[config.mk]
export PLATFORM = sky130hd
export DESIGN_NAME = decoder1035_arbiter
export DESIGN_NICKNAME = d
export VERILOG_FILES = /design/src/rtl/decoder_pkg.sv /design/src/rtl/decoder1035_arbiter_pattern_decoder.sv /design/src/rtl/decoder1035_arbiter.sv
export SDC_FILE = /design/constraint.sdc
export NUM_CORES = 1
export LEC_CHECK = 0
export ABC_AREA = 1
export CAP_MARGIN = 40
export CORE_MARGIN = 2
export CORE_UTILIZATION = 42
export CTS_CLUSTER_DIAMETER = 50
export CTS_CLUSTER_SIZE = 24
export DETAILED_ROUTE_END_ITERATION = 8
export PLACE_DENSITY = 0.82
export SLEW_MARGIN = 30
export SYNTH_ARGS = -nofsm -noshare
export SYNTH_HDL_FRONTEND = slang
export SYNTH_HIERARCHICAL = 1
export SYNTH_SLANG_ARGS = --single-unit
[constraint.sdc]
create_clock -name clk -period 2.6 [get_ports clk]
set_input_delay 0.26 -clock clk [delete_from_list [all_inputs] [get_ports clk]]
set_output_delay 0.26 -clock clk [all_outputs]
set_load 0.05 [all_outputs]
[src/rtl/decoder_pkg.sv]
// Shared types and constants for the 1035 pattern decoder and its arbiter.
package decoder_pkg;
    localparam int DEC_W = 16;
    localparam logic [DEC_W-1:0] DEC_PATTERN = 16'd1035;

    typedef logic [DEC_W-1:0] dec_word_t;

    typedef enum logic {
        SLOT_EMPTY = 1'b0,
        SLOT_FULL  = 1'b1
    } slot_state_t;
endpackage

[src/rtl/decoder1035_arbiter_pattern_decoder.sv]
// Combinational matcher: flags a word equal to the 1035 pattern (16'h040B).
module pattern_decoder
    import decoder_pkg::*;
(
    input  dec_word_t inp,
    output logic      o
);
    assign o = (inp == DEC_PATTERN);
endmodule

[src/rtl/decoder1035_arbiter.sv]
// Round-robin arbiter sharing one 1035 pattern decoder across NREQ requesters.
// Optional match counter enabled by defining DEC_MATCH_COUNT_EN.
//
// state      | meaning
// SLOT_EMPTY | no result held, rsp_valid=0
// SLOT_FULL  | result held in rsp_*, waiting for rsp_ready
module decoder1035_arbiter
    import decoder_pkg::*;
#(
    parameter  int NREQ  = 4,
    parameter  int CNT_W = 8,
    localparam int IDW   = $clog2(NREQ)
)
(
    input  logic                  clk,
    input  logic                  rst,
`ifdef DEC_MATCH_COUNT_EN
    input  logic                  match_clr,
    output logic [CNT_W-1:0]      match_cnt,
`endif
    input  logic [NREQ-1:0]       req_valid,
    input  logic [NREQ*DEC_W-1:0] req_data,
    output logic [NREQ-1:0]       req_ready,
    output logic                  rsp_valid,
    input  logic                  rsp_ready,
    output logic [IDW-1:0]        rsp_id,
    output logic [DEC_W-1:0]      rsp_data,
    output logic                  rsp_match
);
    if (NREQ < 2 || NREQ > 8 || CNT_W < 1) begin : g_bad_param
        $error("decoder1035_arbiter: NREQ must be 2..8 and CNT_W >= 1");
    end

    slot_state_t    r_slot;
    logic [IDW-1:0] r_rr_ptr;
    logic [IDW-1:0] r_rsp_id;
    dec_word_t      r_rsp_data;
    logic           r_rsp_match;

    logic           w_found_hi;
    logic           w_any;
    logic [IDW-1:0] w_hi_idx;
    logic [IDW-1:0] w_lo_idx;
    logic [IDW-1:0] w_gnt_idx;
    logic [NREQ-1:0] w_grant;
    dec_word_t      w_gnt_word;
    logic           w_match;
    logic           w_can_accept;
    logic           w_accept;

    // Lowest valid index at or above the pointer wins; otherwise wrap to the lowest valid index.
    always_comb begin
        w_found_hi = 1'b0;
        w_any      = 1'b0;
        w_hi_idx   = '0;
        w_lo_idx   = '0;
        for (int i = NREQ - 1; i >= 0; i--) begin
            if (req_valid[i]) begin
                w_any    = 1'b1;
                w_lo_idx = IDW'(i);
                if (IDW'(i) >= r_rr_ptr) begin
                    w_found_hi = 1'b1;
                    w_hi_idx   = IDW'(i);
                end
            end
        end
        w_gnt_idx = w_found_hi ? w_hi_idx : w_lo_idx;
    end

    always_comb begin
        w_grant    = '0;
        w_gnt_word = '0;
        for (int i = 0; i < NREQ; i++) begin
            if (w_any && (w_gnt_idx == IDW'(i))) begin
                w_grant[i] = 1'b1;
                w_gnt_word = req_data[i*DEC_W +: DEC_W];
            end
        end
    end

    pattern_decoder u_dec (
        .inp (w_gnt_word),
        .o   (w_match)
    );

    assign w_can_accept = !rst && ((r_slot == SLOT_EMPTY) || rsp_ready);
    assign w_accept     = w_any && w_can_accept;
    assign req_ready    = w_grant & {NREQ{w_can_accept}};

    always_ff @(posedge clk) begin
        if (rst) begin
            r_slot      <= SLOT_EMPTY;
            r_rr_ptr    <= '0;
            r_rsp_id    <= '0;
            r_rsp_data  <= '0;
            r_rsp_match <= 1'b0;
        end else if (w_accept) begin
            // A same-cycle rsp_ready retires the old result as this one loads.
            r_slot      <= SLOT_FULL;
            r_rsp_id    <= w_gnt_idx;
            r_rsp_data  <= w_gnt_word;
            r_rsp_match <= w_match;
            r_rr_ptr    <= (w_gnt_idx == IDW'(NREQ - 1)) ? '0 : w_gnt_idx + 1'b1;
        end else if (rsp_ready) begin
            r_slot <= SLOT_EMPTY;
        end
    end

    assign rsp_valid = (r_slot == SLOT_FULL);
    assign rsp_id    = r_rsp_id;
    assign rsp_data  = r_rsp_data;
    assign rsp_match = r_rsp_match;

`ifdef DEC_MATCH_COUNT_EN
    logic [CNT_W-1:0] r_match_cnt;

    // Clear has priority over a same-cycle increment; count saturates at all-ones.
    always_ff @(posedge clk) begin
        if (rst || match_clr) begin
            r_match_cnt <= '0;
        end else if (w_accept && w_match && (r_match_cnt != '1)) begin
            r_match_cnt <= r_match_cnt + 1'b1;
        end
    end

    assign match_cnt = r_match_cnt;
`endif

endmodule

# Yosys cells after proc, flatten, opt, wreduce, memory -nomap -nowiden
# Index checks and enable logic that the tools add are counted.
[word_totals]
ff_bits = 22
input_bits = 71
out_inout_bits = 24
word_cells = 62
[op_classes]
addsub = 1
magnitude_cmp = 4
n_eq_ne = 4
muxes = 36
bitwise = 2
n_reduce_logical = 10
[op_table]
columns = ["op", "n"]
rows = [
  ["16-bit 2-to-1 mux", 4],
  ["2-bit 2-to-1 mux", 14],
  ["1-bit 2-to-1 mux", 18],
  ["16-bit by 11-bit equality test with 1-bit output, second input constant", 1],
  ["1-bit logical AND", 6],
  ["4-bit bitwise AND", 1],
  ["2-bit equality test, second input constant", 2],
  ["1-bit by 2-bit greater-or-equal comparator with 1-bit output, first input constant", 2],
  ["2-bit greater-or-equal comparator, first input constant", 2],
  ["2-bit by 1-bit adder with 2-bit output, second input constant", 1],
  ["2-bit by 1-bit equality test with 1-bit output, second input constant", 1],
  ["2-bit logical NOT", 1],
  ["2-bit nonzero test", 1],
  ["1-bit logical NOT", 1],
  ["1-bit logical OR", 1],
  ["1-bit inverter", 1],
]

# Logic depth before layout (Yosys ltp)
# Gate-level depths: netlist of run 1.
[logic_depth]
word_depth = 17
ltp_mapped = 21
ltp_nobuf = 19

# By module
# Netlist of run 1, hierarchy kept.
[modules_own_cells]
columns = ["mod", "n_inst", "cells_per_inst", "area_each_um2", "seq_area_each_um2"]
rows = [
  ["decoder1035_arbiter", 1, 342, 1949.4, 440.4],
  ["pattern_decoder", 1, 27, 101.3, 0.0],
]

# Worst setup path before layout of run 1
# Ideal clock, no wire load.
[synth_timing]
path_kind = "reg-to-output"
start = "register r_rr_ptr[1]"
end = "output port req_ready[2]"
arrival_time_ns = 2.391
required_ns = 2.340
slack_ns = -0.051
stages_incl_launch_ff = 10
n_path_buf = 2
path_cell_list = "dfxtp_1 nand2_1 a21oi_1 nand3_1 nand2_1 ha_1 buf_2 nand2_2 buf_4 nor3_1"
[synth_between]
elab_chain_cells = 14
elab_cells_between_ends = 25
cone_classes = "order compare (4); eq/ne (1); mux (18); bitwise (1); reduce/logical (1)"
[synth_lines]
columns = ["item", "line_no", "source"]
rows = [
  ["start, declared", "decoder1035_arbiter.sv:35", "logic [IDW-1:0] r_rr_ptr;"],
  ["start signal, assigned", "decoder1035_arbiter.sv:103", "r_rr_ptr <= (w_gnt_idx == IDW'(NREQ - 1)) ? '0 : w_gnt_idx + 1'b1;"],
  ["2-bit greater-or-equal comparator", "decoder1035_arbiter.sv:61", "if (IDW'(i) >= r_rr_ptr) begin"],
  ["2-bit 2-to-1 mux or 1-bit 2-to-1 mux (tied branches)", "decoder1035_arbiter.sv:61", ""],
  ["2-bit 2-to-1 mux or 1-bit 2-to-1 mux (tied branches)", "decoder1035_arbiter.sv:58", "if (req_valid[i]) begin"],
  ["2-bit 2-to-1 mux or 1-bit 2-to-1 mux (tied branches)", "decoder1035_arbiter.sv:61", ""],
  ["2-bit 2-to-1 mux or 1-bit 2-to-1 mux (tied branches)", "decoder1035_arbiter.sv:58", ""],
  ["2-bit 2-to-1 mux or 1-bit 2-to-1 mux (tied branches)", "decoder1035_arbiter.sv:61", ""],
  ["2-bit 2-to-1 mux or 1-bit 2-to-1 mux (tied branches)", "decoder1035_arbiter.sv:58", ""],
  ["2-bit 2-to-1 mux or 1-bit 2-to-1 mux (tied branches)", "decoder1035_arbiter.sv:61", ""],
  ["2-bit 2-to-1 mux or 1-bit 2-to-1 mux (tied branches)", "decoder1035_arbiter.sv:58", ""],
  ["2-bit 2-to-1 mux (*)", "decoder1035_arbiter.sv:67", "w_gnt_idx = w_found_hi ? w_hi_idx : w_lo_idx;"],
  ["2-bit equality test (*)", "decoder1035_arbiter.sv:74", "if (w_any && (w_gnt_idx == IDW'(i))) begin"],
  ["1-bit logical AND (*)", "decoder1035_arbiter.sv:74", ""],
  ["1-bit 2-to-1 mux (*)", "decoder1035_arbiter.sv:74", ""],
  ["4-bit bitwise AND (*)", "decoder1035_arbiter.sv:88", "assign req_ready = w_grant & {NREQ{w_can_accept}};"],
  ["end, declared", "decoder1035_arbiter.sv:23", "output logic [NREQ-1:0] req_ready,"],
]
# Every way passes the cells marked *; elsewhere a longest branch is shown, timed or not.

# Worst setup path after layout of run 1
[layout_timing]
start = "input port req_valid[0]"
end = "output port req_ready[2]"
[layout_between]
elab_chain_cells = 6
elab_cells_between_ends = 9
cone_classes = "eq/ne (1); mux (6); bitwise (1); reduce/logical (1)"
[layout_lines]
columns = ["item", "line_no", "source"]
rows = [
  ["start, declared", "decoder1035_arbiter.sv:21", "input logic [NREQ-1:0] req_valid,"],
  ["2-bit 2-to-1 mux or 1-bit 2-to-1 mux (tied branches)", "decoder1035_arbiter.sv:58", ""],
  ["2-bit 2-to-1 mux", "decoder1035_arbiter.sv:67", ""],
  ["2-bit equality test", "decoder1035_arbiter.sv:74", ""],
  ["1-bit logical AND (*)", "decoder1035_arbiter.sv:74", ""],
  ["1-bit 2-to-1 mux (*)", "decoder1035_arbiter.sv:74", ""],
  ["4-bit bitwise AND (*)", "decoder1035_arbiter.sv:88", ""],
]
# Marked as above.

==> results of run 1 <==
==> layout make-up <==
class                   count  area [um2]
clock buffers               3       41.29
inverters                  74       277.8
fillers                   423        1436
flip-flops and latches     22       440.4
repair buffers            113        1195
well taps                  67       83.83
multi-input cells         252        1249
==> flip-flops by register name, summed over array words and instances, names as in the netlist <==
| register | cells |
|---|---|
| rsp_data | 16 |
| r_rr_ptr | 2 |
| rsp_id | 2 |
| rsp_match | 1 |
| rsp_valid | 1 |
==> what timing repair did <==
item / in CTS / in global routing
hold endpoints to repair: 0 / 0
gates resized for setup: 0 / 9
endpoints found under the setup margin: 0 / 4
buffers inserted: 0 / 0
==> kinds of logic after synthesis <==
family,Yosys count,synth area share [%]
and+or+nand+nor,241,55.03
adders and majority gates,4,2.441
DFF,22,21.48
buffers and inverters,95,19.34
AOI/OAI and AO/OA,7,1.708
==> cell usage after synthesis <==
| cell | count | area share (%) |
|---|---|---|
| nand2_2 | 10 | 3.1 |
| nand2_4 | 1 | 0.55 |
| buf_2 | 8 | 2.0 |
| nor2_1 | 26 | 4.8 |
| buf_6 | 1 | 0.55 |
| nand2_1 | 113 | 21 |
| nand3_2 | 10 | 4.9 |
| nand3_1 | 76 | 19 |
| ha_1 | 4 | 2.4 |
| nor2_4 | 2 | 1.1 |
| clkinv_1 | 9 | 1.6 |
| buf_4 | 3 | 1.1 |
| clkbuf_1 | 7 | 1.3 |
| buf_8 | 1 | 0.73 |
| inv_2 | 2 | 0.37 |
| dfxtp_1 | 22 | 21 |
| o21ai_0 | 3 | 0.73 |
| inv_1 | 63 | 12 |
| nor3_1 | 2 | 0.49 |
| a21oi_1 | 4 | 0.98 |
| buf_1 | 1 | 0.18 |
| nand2_8 | 1 | 0.98 |
==> layout by cell type (no fill, tap or decap), types with 2 or more instances in the layout <==
cell type	Yosys	routed
nor2_4	2	2
buf_12	0	8
ha_1	4	2
nand3_2	10	10
dfxtp_1	22	22
clkbuf_8	0	3
a21oi_1	4	2
nand2_1	113	113
buf_4	3	13
nand2_4	1	2
clkinv_1	9	9
nor2_1	26	25
inv_1	63	62
nand2_2	10	9
clkdlybuf4s50_1	0	90
inv_2	2	3
nand3_1	76	76
o21ai_0	3	3
a21oi_2	0	2
==> through the flow <==
step                setup TNS [ps]  std cells
global route                -32.12        531
detailed placement          -74.81        527
floorplan                        0        369
finish                           0        531
CTS                              0        530
global placement                 0        527
==> routing by layer <==
| metal | routed length (um) | global-route usage [%] | vias up |
|---|---|---|---|
| met2 | 3287 | 42.56 | 90 |
| li1 | - | - | 1305 |
| met5 | 0 | 0 | - |
| met1 | 2758 | 27.66 | 1144 |
| met4 | 142 | 5.657 | 0 |
| met3 | 315 | 3.292 | 12 |
==> power groups by stage <==
stage / clock network, uW / logic (uW) / registers [uW]
finish: 202 / 1460 / 460
global placement: 0 / 1380 / 465
floorplan: 0 / 657 / 699
CTS: 205 / 1410 / 459
detailed placement: 0 / 1400 / 466
global route: 216 / 1590 / 468
==> worst max-delay path, delay by kind of cell <==
family                   cells  cell delay (ps)
AND/OR/NAND/NOR              4              580
AO/OA/AOI/OAI                1              220
adder cells (fa/ha/maj)      1              250
buffers and inverters        3              870
==> worst max path at each step <==
stage	start	endpoint	slack [ps]	cells past startpoint
after detailed placement	req_valid[1]	rsp_match	-70	21
after global placement	req_valid[1]	rsp_match	20	21
after CTS	req_valid[0]	req_ready[2]	120	9
after global routing	req_valid[1]	rsp_match	-10	21
after floorplan	r_rr_ptr[1]	req_ready[3]	40	10
final	req_valid[0]	req_ready[2]	140	9
==> results.sh, run 1 <==
export IMPL_status="complete, no violations"
export IMPL_first_pass_iters=4
export IMPL_power_share_switching_pct=47.51
export IMPL_finClkSkew_ps=3.917
export IMPL_dpl_cell_area_um2=3187
export IMPL_min_from="rsp_data[6]"
export IMPL_cts_buffers=3
export IMPL_clockPowerShare_pct=9.6
export IMPL_syn_avg_cell_area_um2=5.557
export IMPL_area_growth_syn_to_layout_pct=60.28
export IMPL_fin_hold_ws_ps=471.5
export IMPL_fin_util_pct=69.59
export IMPL_die_w_um=73.88
export IMPL_drive_gt1_share_pct=12.72
export IMPL_die_area_um2=5458
export IMPL_post_route_cell_area_um2=3287
export IMPL_cap_violations=0
export IMPL_via_count=2551
export IMPL_critPathSlowestCell="clkdlybuf4s50_1"
export IMPL_power_internal_uw=1112
export IMPL_port_buffers=94
export IMPL_critPathArrivalTime_ps=2200
export IMPL_yosysSeqAreaShare_pct=21.48
export IMPL_cts_tree="done"
export IMPL_syn_inst=369
export IMPL_synth_distinct_cells=22
export IMPL_first_global_vias=2330
export IMPL_yosys_register_bits=22
export IMPL_crit_fanout=17
export IMPL_worstSetupStartpointType="primary input"
export IMPL_setup_viol=0
export IMPL_min_to="rsp_data[6]"
export IMPL_drc=0
export IMPL_power_uw=2118
export IMPL_grt_ovfl_total=0
export IMPL_antenna_found_initial=0
export IMPL_crit_path_max_incr_delay_ps=530
export IMPL_final_net_count=541
export IMPL_p_per_area_nw_per_um2=644.3
export IMPL_r2r_slack_ps=310
export IMPL_setup_slack_ps=143.4
export IMPL_place_ws_ps=-74.81
export IMPL_seqPwrFrac_pct=21.7
export IMPL_grt_usage_pct=23.04
export IMPL_hold_buffers=0
export IMPL_layout_worst_path_cycle_share_pct=94.49
export IMPL_cts_sinks=22
export IMPL_ff2ff_path_depth=18
export IMPL_p_switching_uw=1006
export IMPL_worstMarginPinSlew_ps=516.4
export IMPL_cp_cell_sequence="clkdlybuf4s50_1 -> a21oi_2 -> nand3_1 -> nand2_1 -> ha_2 -> nand2_4 -> buf_4 -> nor3_2 -> buf_12"
export IMPL_p_leak_uw=0.001698
export IMPL_clk_root_buffer_cell="clkbuf_8"
export IMPL_clock_tree_htree_level_count=1
export IMPL_rows=25
export IMPL_initial_utilization_pct=43.42
export IMPL_cp_end_kind="primary output"
export IMPL_final_min_clock_period_ps=2457
export IMPL_synth_area_um2=2051
export IMPL_rr_startpoint="r_rr_ptr[1]"
export IMPL_path_class="in -> out"
export IMPL_max_vdd_ir_drop_mv=0.3201
export IMPL_wl_um=6503
export IMPL_coreArea_um2=4723
export IMPL_clock_latency_ps=260
export IMPL_vias_per_cell=4.804
export IMPL_synth_warnings=6
export IMPL_slew_headroom_pct=65.46
export IMPL_drv_slew=0
export IMPL_drt_initial_drc_count=127
export IMPL_io_pins=95
export IMPL_p_comb_share_pct=68.7
export IMPL_path_clk_slew_ps=70
export IMPL_routabilityCongestion=0.9267
export IMPL_grt_pass1_wl_um=9991
export IMPL_antenna_cells=0
export IMPL_final_hold_viol_count=0
export IMPL_die_y_um=73.88
export IMPL_grt_max_degree=40
export IMPL_hold_path_class="reg -> reg"
export IMPL_cts_max_path_buffers=2
export IMPL_wl_per_cell_um=12.25
export IMPL_hpwl_um=4914
export IMPL_postRouteAntennaNets=0
export IMPL_rr_endpoint="rsp_match"
export IMPL_required_ps=2340
export IMPL_max_freq_ghz=0.4071
export IMPL_whs_path_depth=2
export IMPL_synth_net_count=444
Note: power is estimated with default switching activity, not from simulation.
==> run 2, diff against run 1 <==
--- a/config.mk
+++ b/config.mk
@@ -6,14 +6,14 @@
 export NUM_CORES = 1
 export LEC_CHECK = 0
 export ABC_AREA = 1
-export CAP_MARGIN = 40
+export CAP_MARGIN = 20
 export CORE_MARGIN = 2
 export CORE_UTILIZATION = 42
 export CTS_CLUSTER_DIAMETER = 50
 export CTS_CLUSTER_SIZE = 24
 export DETAILED_ROUTE_END_ITERATION = 8
 export PLACE_DENSITY = 0.82
-export SLEW_MARGIN = 30
+export SLEW_MARGIN = 5
 export SYNTH_ARGS = -nofsm -noshare
 export SYNTH_HDL_FRONTEND = slang
 export SYNTH_HIERARCHICAL = 1
==> results of run 2 <==
Final layout, timing and power as in run 1 (identical DEF).
